<file path="src/rtl/cond_pkg.sv">
// ---------------------------------------------------------------------------
// cond_pkg
// Shared definitions for the conditional-issue controller:
//   - 4-bit condition codes COND_EQ .. COND_NV
//   - bit positions of {z,c,n,v} inside the status register
//   - cond_pass(): evaluates a condition code against a flag set
// ---------------------------------------------------------------------------
package cond_pkg;

    localparam logic [3:0] COND_EQ = 4'b0000;  // z
    localparam logic [3:0] COND_NE = 4'b0001;  // ~z
    localparam logic [3:0] COND_CS = 4'b0010;  // c
    localparam logic [3:0] COND_CC = 4'b0011;  // ~c
    localparam logic [3:0] COND_MI = 4'b0100;  // n
    localparam logic [3:0] COND_PL = 4'b0101;  // ~n
    localparam logic [3:0] COND_VS = 4'b0110;  // v
    localparam logic [3:0] COND_VC = 4'b0111;  // ~v
    localparam logic [3:0] COND_HI = 4'b1000;  // c & ~z
    localparam logic [3:0] COND_LS = 4'b1001;  // ~c | z
    localparam logic [3:0] COND_GE = 4'b1010;  // n == v
    localparam logic [3:0] COND_LT = 4'b1011;  // n != v
    localparam logic [3:0] COND_GT = 4'b1100;  // ~z & (n == v)
    localparam logic [3:0] COND_LE = 4'b1101;  // z | (n != v)
    localparam logic [3:0] COND_AL = 4'b1110;  // always
    localparam logic [3:0] COND_NV = 4'b1111;  // never

    localparam int SR_Z = 3;
    localparam int SR_C = 2;
    localparam int SR_N = 1;
    localparam int SR_V = 0;

    function automatic logic cond_pass(input logic [3:0] cond, input logic [3:0] flags);
        logic z;
        logic c;
        logic n;
        logic v;
        logic pass;
        z = flags[SR_Z];
        c = flags[SR_C];
        n = flags[SR_N];
        v = flags[SR_V];
        case (cond)
            COND_EQ: pass = z;
            COND_NE: pass = ~z;
            COND_CS: pass = c;
            COND_CC: pass = ~c;
            COND_MI: pass = n;
            COND_PL: pass = ~n;
            COND_VS: pass = v;
            COND_VC: pass = ~v;
            COND_HI: pass = c & ~z;
            COND_LS: pass = ~c | z;
            COND_GE: pass = (n == v);
            COND_LT: pass = (n != v);
            COND_GT: pass = ~z & (n == v);
            COND_LE: pass = z | (n != v);
            COND_AL: pass = 1'b1;
            default: pass = 1'b0;          // COND_NV
        endcase
        return pass;
    endfunction

endpackage

</file>
<file path="src/rtl/cond_eval.sv">
// ---------------------------------------------------------------------------
// cond_eval
// Purely combinational condition evaluator.
// Ports:
//   cond  in  4  condition code
//   flags in  4  flag set {z,c,n,v}
//   pass  out 1  condition holds for the given flags
// ---------------------------------------------------------------------------
module cond_eval
    import cond_pkg::*;
(
    input  logic [3:0] cond,
    input  logic [3:0] flags,
    output logic       pass
);

    assign pass = cond_pass(cond, flags);

endmodule

</file>
<file path="src/rtl/cond_issue_ctrl.sv">
// ---------------------------------------------------------------------------
// cond_issue_ctrl
// Issue-stage controller for conditional execution. Owns the status register
// SR = {z,c,n,v}, evaluates each instruction's condition against it, tracks
// outstanding flag-setting instructions and stalls flag-dependent ones until
// their flags are written back.
//
// Optional build macro FLAG_FWD_EN: when the last outstanding writeback
// arrives in the same cycle a dependent instruction is offered, the
// instruction is accepted and evaluated on the incoming wb_flags.
//
// Ports:
//   clk, rst                      clock / asynchronous active-high reset
//   in_valid, in_ready            decode handshake
//   in_cond, in_set_flags, in_tag instruction fields
//   out_valid, out_ready          execute handshake
//   out_exec                      condition passed (0 = no-op)
//   out_set_flags, out_tag        registered instruction fields
//   wb_valid, wb_flags            flag writeback from execute
//   flush                         kills the output register
//   sr                            status register {z,c,n,v}
//   pend_cnt                      outstanding flag writes
//   wb_err                        sticky: writeback with nothing pending
// ---------------------------------------------------------------------------
module cond_issue_ctrl
    import cond_pkg::*;
#(
    parameter int MAX_PEND = 3,
    parameter int TAG_W    = 4
) (
    input  logic             clk,
    input  logic             rst,
    input  logic             in_valid,
    output logic             in_ready,
    input  logic [3:0]       in_cond,
    input  logic             in_set_flags,
    input  logic [TAG_W-1:0] in_tag,
    output logic             out_valid,
    input  logic             out_ready,
    output logic             out_exec,
    output logic             out_set_flags,
    output logic [TAG_W-1:0] out_tag,
    input  logic             wb_valid,
    input  logic [3:0]       wb_flags,
    input  logic             flush,
    output logic [3:0]       sr,
    output logic [2:0]       pend_cnt,
    output logic             wb_err
);

    logic             out_valid_q, out_valid_d;
    logic             out_exec_q, out_exec_d;
    logic             out_set_flags_q, out_set_flags_d;
    logic [TAG_W-1:0] out_tag_q, out_tag_d;
    logic [3:0]       sr_q, sr_d;
    logic [2:0]       pend_cnt_q, pend_cnt_d;
    logic             wb_err_q, wb_err_d;

    logic out_setter;   // output register holds an executing flag setter
    logic busy_flags;
    logic dep_raw;
    logic dep_stall;
    logic full_stall;
    logic cond_ok;
    logic accept;
    logic handoff;
    logic cnt_inc;
    logic cnt_dec;

    assign out_setter = out_valid_q & out_exec_q & out_set_flags_q;
    assign busy_flags = (pend_cnt_q != 3'd0) | out_setter;
    assign dep_raw    = ~((in_cond == COND_AL) | (in_cond == COND_NV)) & busy_flags;
    // The in-register setter counts toward the limit because it becomes
    // pending the moment it is handed off.
    assign full_stall = in_set_flags &
                        (({1'b0, pend_cnt_q} + {3'b000, out_setter}) >= 4'(MAX_PEND));

`ifdef FLAG_FWD_EN
    logic fwd_hit;
    logic pass_sr;
    logic pass_wb;

    // Last outstanding writeback arriving now with nothing else in flight:
    // the incoming flags are exactly what SR will hold next cycle.
    assign fwd_hit   = (pend_cnt_q == 3'd1) & ~out_setter & wb_valid;
    assign dep_stall = dep_raw & ~fwd_hit;

    cond_eval u_eval_sr (.cond(in_cond), .flags(sr_q),     .pass(pass_sr));
    cond_eval u_eval_wb (.cond(in_cond), .flags(wb_flags), .pass(pass_wb));

    assign cond_ok = fwd_hit ? pass_wb : pass_sr;
`else
    assign dep_stall = dep_raw;

    cond_eval u_eval (.cond(in_cond), .flags(sr_q), .pass(cond_ok));
`endif

    // Gating with rst keeps in_ready low while reset is held.
    assign in_ready = ~rst & (~out_valid_q | out_ready) & ~dep_stall & ~full_stall & ~flush;
    assign accept   = in_valid & in_ready;
    assign handoff  = out_valid_q & out_ready;
    assign cnt_inc  = handoff & out_exec_q & out_set_flags_q;
    assign cnt_dec  = wb_valid & (pend_cnt_q != 3'd0);

    always_comb begin
        out_valid_d     = out_valid_q;
        out_exec_d      = out_exec_q;
        out_set_flags_d = out_set_flags_q;
        out_tag_d       = out_tag_q;
        if (accept) begin
            out_valid_d     = 1'b1;
            out_exec_d      = cond_ok;
            out_set_flags_d = in_set_flags;
            out_tag_d       = in_tag;
        end else if (handoff | flush) begin
            // flush never coincides with accept since it blocks in_ready
            out_valid_d = 1'b0;
        end

        pend_cnt_d = pend_cnt_q + {2'b00, cnt_inc} - {2'b00, cnt_dec};
        sr_d       = cnt_dec ? wb_flags : sr_q;
        wb_err_d   = wb_err_q | (wb_valid & (pend_cnt_q == 3'd0));
    end

    always_ff @(posedge clk or posedge rst) begin
        if (rst) begin
            out_valid_q     <= 1'b0;
            out_exec_q      <= 1'b0;
            out_set_flags_q <= 1'b0;
            out_tag_q       <= '0;
            sr_q            <= 4'b0000;
            pend_cnt_q      <= 3'd0;
            wb_err_q        <= 1'b0;
        end else begin
            out_valid_q     <= out_valid_d;
            out_exec_q      <= out_exec_d;
            out_set_flags_q <= out_set_flags_d;
            out_tag_q       <= out_tag_d;
            sr_q            <= sr_d;
            pend_cnt_q      <= pend_cnt_d;
            wb_err_q        <= wb_err_d;
        end
    end

    assign out_valid     = out_valid_q;
    assign out_exec      = out_exec_q;
    assign out_set_flags = out_set_flags_q;
    assign out_tag       = out_tag_q;
    assign sr            = sr_q;
    assign pend_cnt      = pend_cnt_q;
    assign wb_err        = wb_err_q;

endmodule
</file>
<file path="config.mk">
export PLATFORM = sky130hd
export DESIGN_NAME = cond_issue_ctrl
export DESIGN_NICKNAME = d
export VERILOG_FILES = /design/src/rtl/cond_pkg.sv /design/src/rtl/cond_eval.sv /design/src/rtl/cond_issue_ctrl.sv
export SDC_FILE = /design/constraint.sdc
export NUM_CORES = 1
export LEC_CHECK = 0
export CAP_MARGIN = 40
export CORE_MARGIN = 10
export CORE_UTILIZATION = 45
export DETAILED_ROUTE_END_ITERATION = 8
export DONT_BUFFER_PORTS = 1
export PLACE_DENSITY_LB_ADDON = 0.05
export REMOVE_ABC_BUFFERS = 1
export SLEW_MARGIN = 0
export SYNTH_ARGS = -nofsm -noshare
export SYNTH_HDL_FRONTEND = slang
export SYNTH_SLANG_ARGS = --single-unit
</file>
<file path="constraint.sdc">
create_clock -name clk -period 3.1 [get_ports clk]
set_input_delay 0.31 -clock clk [delete_from_list [all_inputs] [get_ports clk]]
set_output_delay 0.31 -clock clk [all_outputs]
set_load 0.02 [all_outputs]
</file>
==> metrics.yaml <==
whs_ns: 0.1321
routed_wl_um: 1984
postSynthCellCount: 82
cellInternalPower_uw: 460.8
initial_utilization_pct: 47.32
async_flop_share_pct: 100.0
grt_pass1_vias: 629
dieWidth_um: 65.42
vias: 603
dieArea_mm2: 0.004280
cts_buffers: 3
ir_drop_v: 0.0003959
netlist_area_um2: 928.4
arrival_ns: 2.77
cts.repair.resized: 0
clock.fmax_mhz: 384.8
cp-start-kind: "flip-flop"
drv_cap: 0
place_congestion: 0.6829
p_per_area_mw_per_mm2: 843.2
ff2ff_path_depth: 9
grt_max_degree: 16
grt_setup_unrepaired: "no"
synth.distinct_cells: 34
grtUsageTotal_pct: 9.611
diodes: 0
dp_cells: 106
worstReg2RegStart: "out_set_flags"
hold_start: "wb_valid"
clock_power_share_pct: 13.7
r2r_end: "out_set_flags"
synthFlopType: "dfrtp_1"
num_rows: 16
hold_viol_final: 0
synth_area_per_cell_um2: 11.32
status: "finished clean"
criticalPathCategory: "flip-flop to flip-flop"
routedWlPerCell_um: 17.87
cts_tree: "done"
core_area_mm2: 0.001962
dr.pass1.iters: 4
clk_latency_ns: 0.29
synth_top_cells_by_area: "dfrtp_1 40%, ha_1 6.7%, mux2_1 6.1%"
min_path_type: "input port to flip-flop"
switching_share_pct: 44.00
cp.required_ns: 3.27
grt_pass1_wl_um: 3174
final_cells: 111
io_buffers: 0
power.leakage_nw: 0.4595
synth_seq_area_share_pct: 40.43
switchingPower_uw: 362.1
final_nets: 110
seq_power_share_pct: 58.3
max_slew_margin_pct: 59.97
n_fill_cell: 205
cts_max_path_buffers: 2
combPwrFrac_pct: 28.0
tightest_slew_ns: 0.5998
drc: 0
drive_gt1_share_pct: 16.67
ys_ff_latch: 15
synth_largest_area_cell: "dfrtp_1"
vias_per_cell: 5.432
num_io_pins: 35
synth_enable_flop_cells: 0
cts.sinks: 15
synthTopCellsByCount: "15 x dfrtp_1, 8 x inv_1, 5 x ha_1, 5 x mux2_1"
syn_to_final_growth_pct: 5.121
die_y_um: 65.42
synth_most_common_cell: "dfrtp_1"
cts.clk_slew.worst_paths_ns: 0.09
drt_iter0_markers: 11
min_period_over_period_pct: 83.83
antenna_found_initial: 0
synth_warnings: 0
grt-ovfl-total: 0
hold_path_end: "wb_err"
period_needed_ns: 2.599
skew_ns: 0.004992
slew_violations: 0
tns_ns: 0
cts_root_buffer: "clkbuf_4"
holdPathStages: 1
dp.final_hpwl_um: 1590
synth.top_cell.area_share_pct: 40.43
critical_path.max_fanout: 7
ff2ff_setup_slack_ns: 0.50
setup_viol: 0
htreeDepth: 1
detail-route-antenna-nets: 0
cp-end-kind: "flip-flop"
==> sequential cells by signal (all words and copies together) (netlist names) <==
signal and flops:
out_exec 1, wb_err 1, pend_cnt 3, out_valid 1, out_tag 4, sr 4
out_set_flags 1
==> how the worst max path moves through the flow <==
stage / slack, ns / start / to / cells after the start
floorplan: 0.46 / out_set_flags / out_set_flags / 9
global placement: 0.57 / out_set_flags / out_set_flags / 9
detailed placement: 0.52 / out_set_flags / out_tag[1] / 9
CTS: 0.47 / out_valid / out_set_flags / 9
global route: 0.30 / out_valid / out_set_flags / 9
finish: 0.50 / out_set_flags / out_set_flags / 9
==> routing by layer <==
metal	vias to the layer above	GRT usage, %	wire length, µm
met4	0	4.011	18
li1	289	-	-
met3	2	8.136	286
met5	-	0	0
met2	19	14.76	942
met1	293	9.136	737
==> worst max-delay path: stages (launching register included) <==
cell and delay, ns:
dfrtp_1 0.49, nand3_1 0.15, inv_1 0.06, ha_1 0.19, ha_1 0.19, xor2_1 0.16
a221o_1 0.28, a211oi_2 0.24, and2_1 0.35, mux2_1 0.37
==> per-stage QoR <==
| stage | cell area (µm²) | power [mW] | utilization [%] | setup slack (ns) |
|---|---|---|---|---|
| after detailed placement | 938.4 | 0.7240 | 47.83 | 0.5150 |
| after CTS | 975.9 | 0.8422 | 49.74 | 0.4733 |
| final | 975.9 | 0.8229 | 49.74 | 0.5014 |
| after global routing | 975.9 | 0.8930 | 49.74 | 0.2953 |
| after global placement | 938.4 | 0.7177 | 47.83 | 0.5720 |
| after floorplan | 897.1 | 0.6556 | - | 0.4576 |
==> logic make-up (layout without fill, tap and decap cells) <==
kind of cell	Yosys count	count (layout)	share of synthesized area (%)
fa+ha+maj	6	6	8.895
flops	15	15	40.43
simple gates	21	21	14.69
buf+inv	12	14	6.603
xor+xnor	6	6	5.661
mux	11	11	13.61
compound gates	11	11	10.11
==> cells in the final DEF, fill, tap and decap left out, drive strengths merged, types with 2 or more instances in the layout <==
| master | n |
|---|---|
| a21o | 2 |
| ha | 5 |
| and3b | 2 |
| a221o | 2 |
| xnor2 | 3 |
| xor2 | 3 |
| and4bb | 2 |
| nor3 | 3 |
| inv | 8 |
| dfrtp | 15 |
| clkbuf | 3 |
| nor2b | 4 |
| nor2 | 2 |
| nand2 | 2 |
| mux2 | 10 |
==> power by group through the flow <==
stage / clock network (mW) / registers [mW] / logic [mW]
after floorplan: 0 / 0.454 / 0.202
after global placement: 0 / 0.490 / 0.228
after detailed placement: 0 / 0.491 / 0.233
after CTS: 0.118 / 0.487 / 0.237
after global routing: 0.125 / 0.501 / 0.267
final: 0.113 / 0.480 / 0.230
==> what timing repair did <==
item	CTS	global route
setup buffers	0	0
endpoints found under the hold margin	15	0
hold buffers	1	0
==> layout make-up <==
| type | instances | area, µm² | share of cell area, % |
|---|---|---|---|
| clock buffer | 3 | 22.52 | 2.308 |
| inverter | 8 | 30.03 | 3.077 |
| multi-input combinational | 55 | 491.7 | 50.38 |
| tap | 27 | 33.78 | 3.462 |
| timing repair buffer | 2 | 17.52 | 1.795 |
| sequential | 15 | 375.4 | 38.46 |
| clock inverter | 1 | 5.005 | 0.5128 |
No activity file was read; power rests on OpenSTA's default activity.
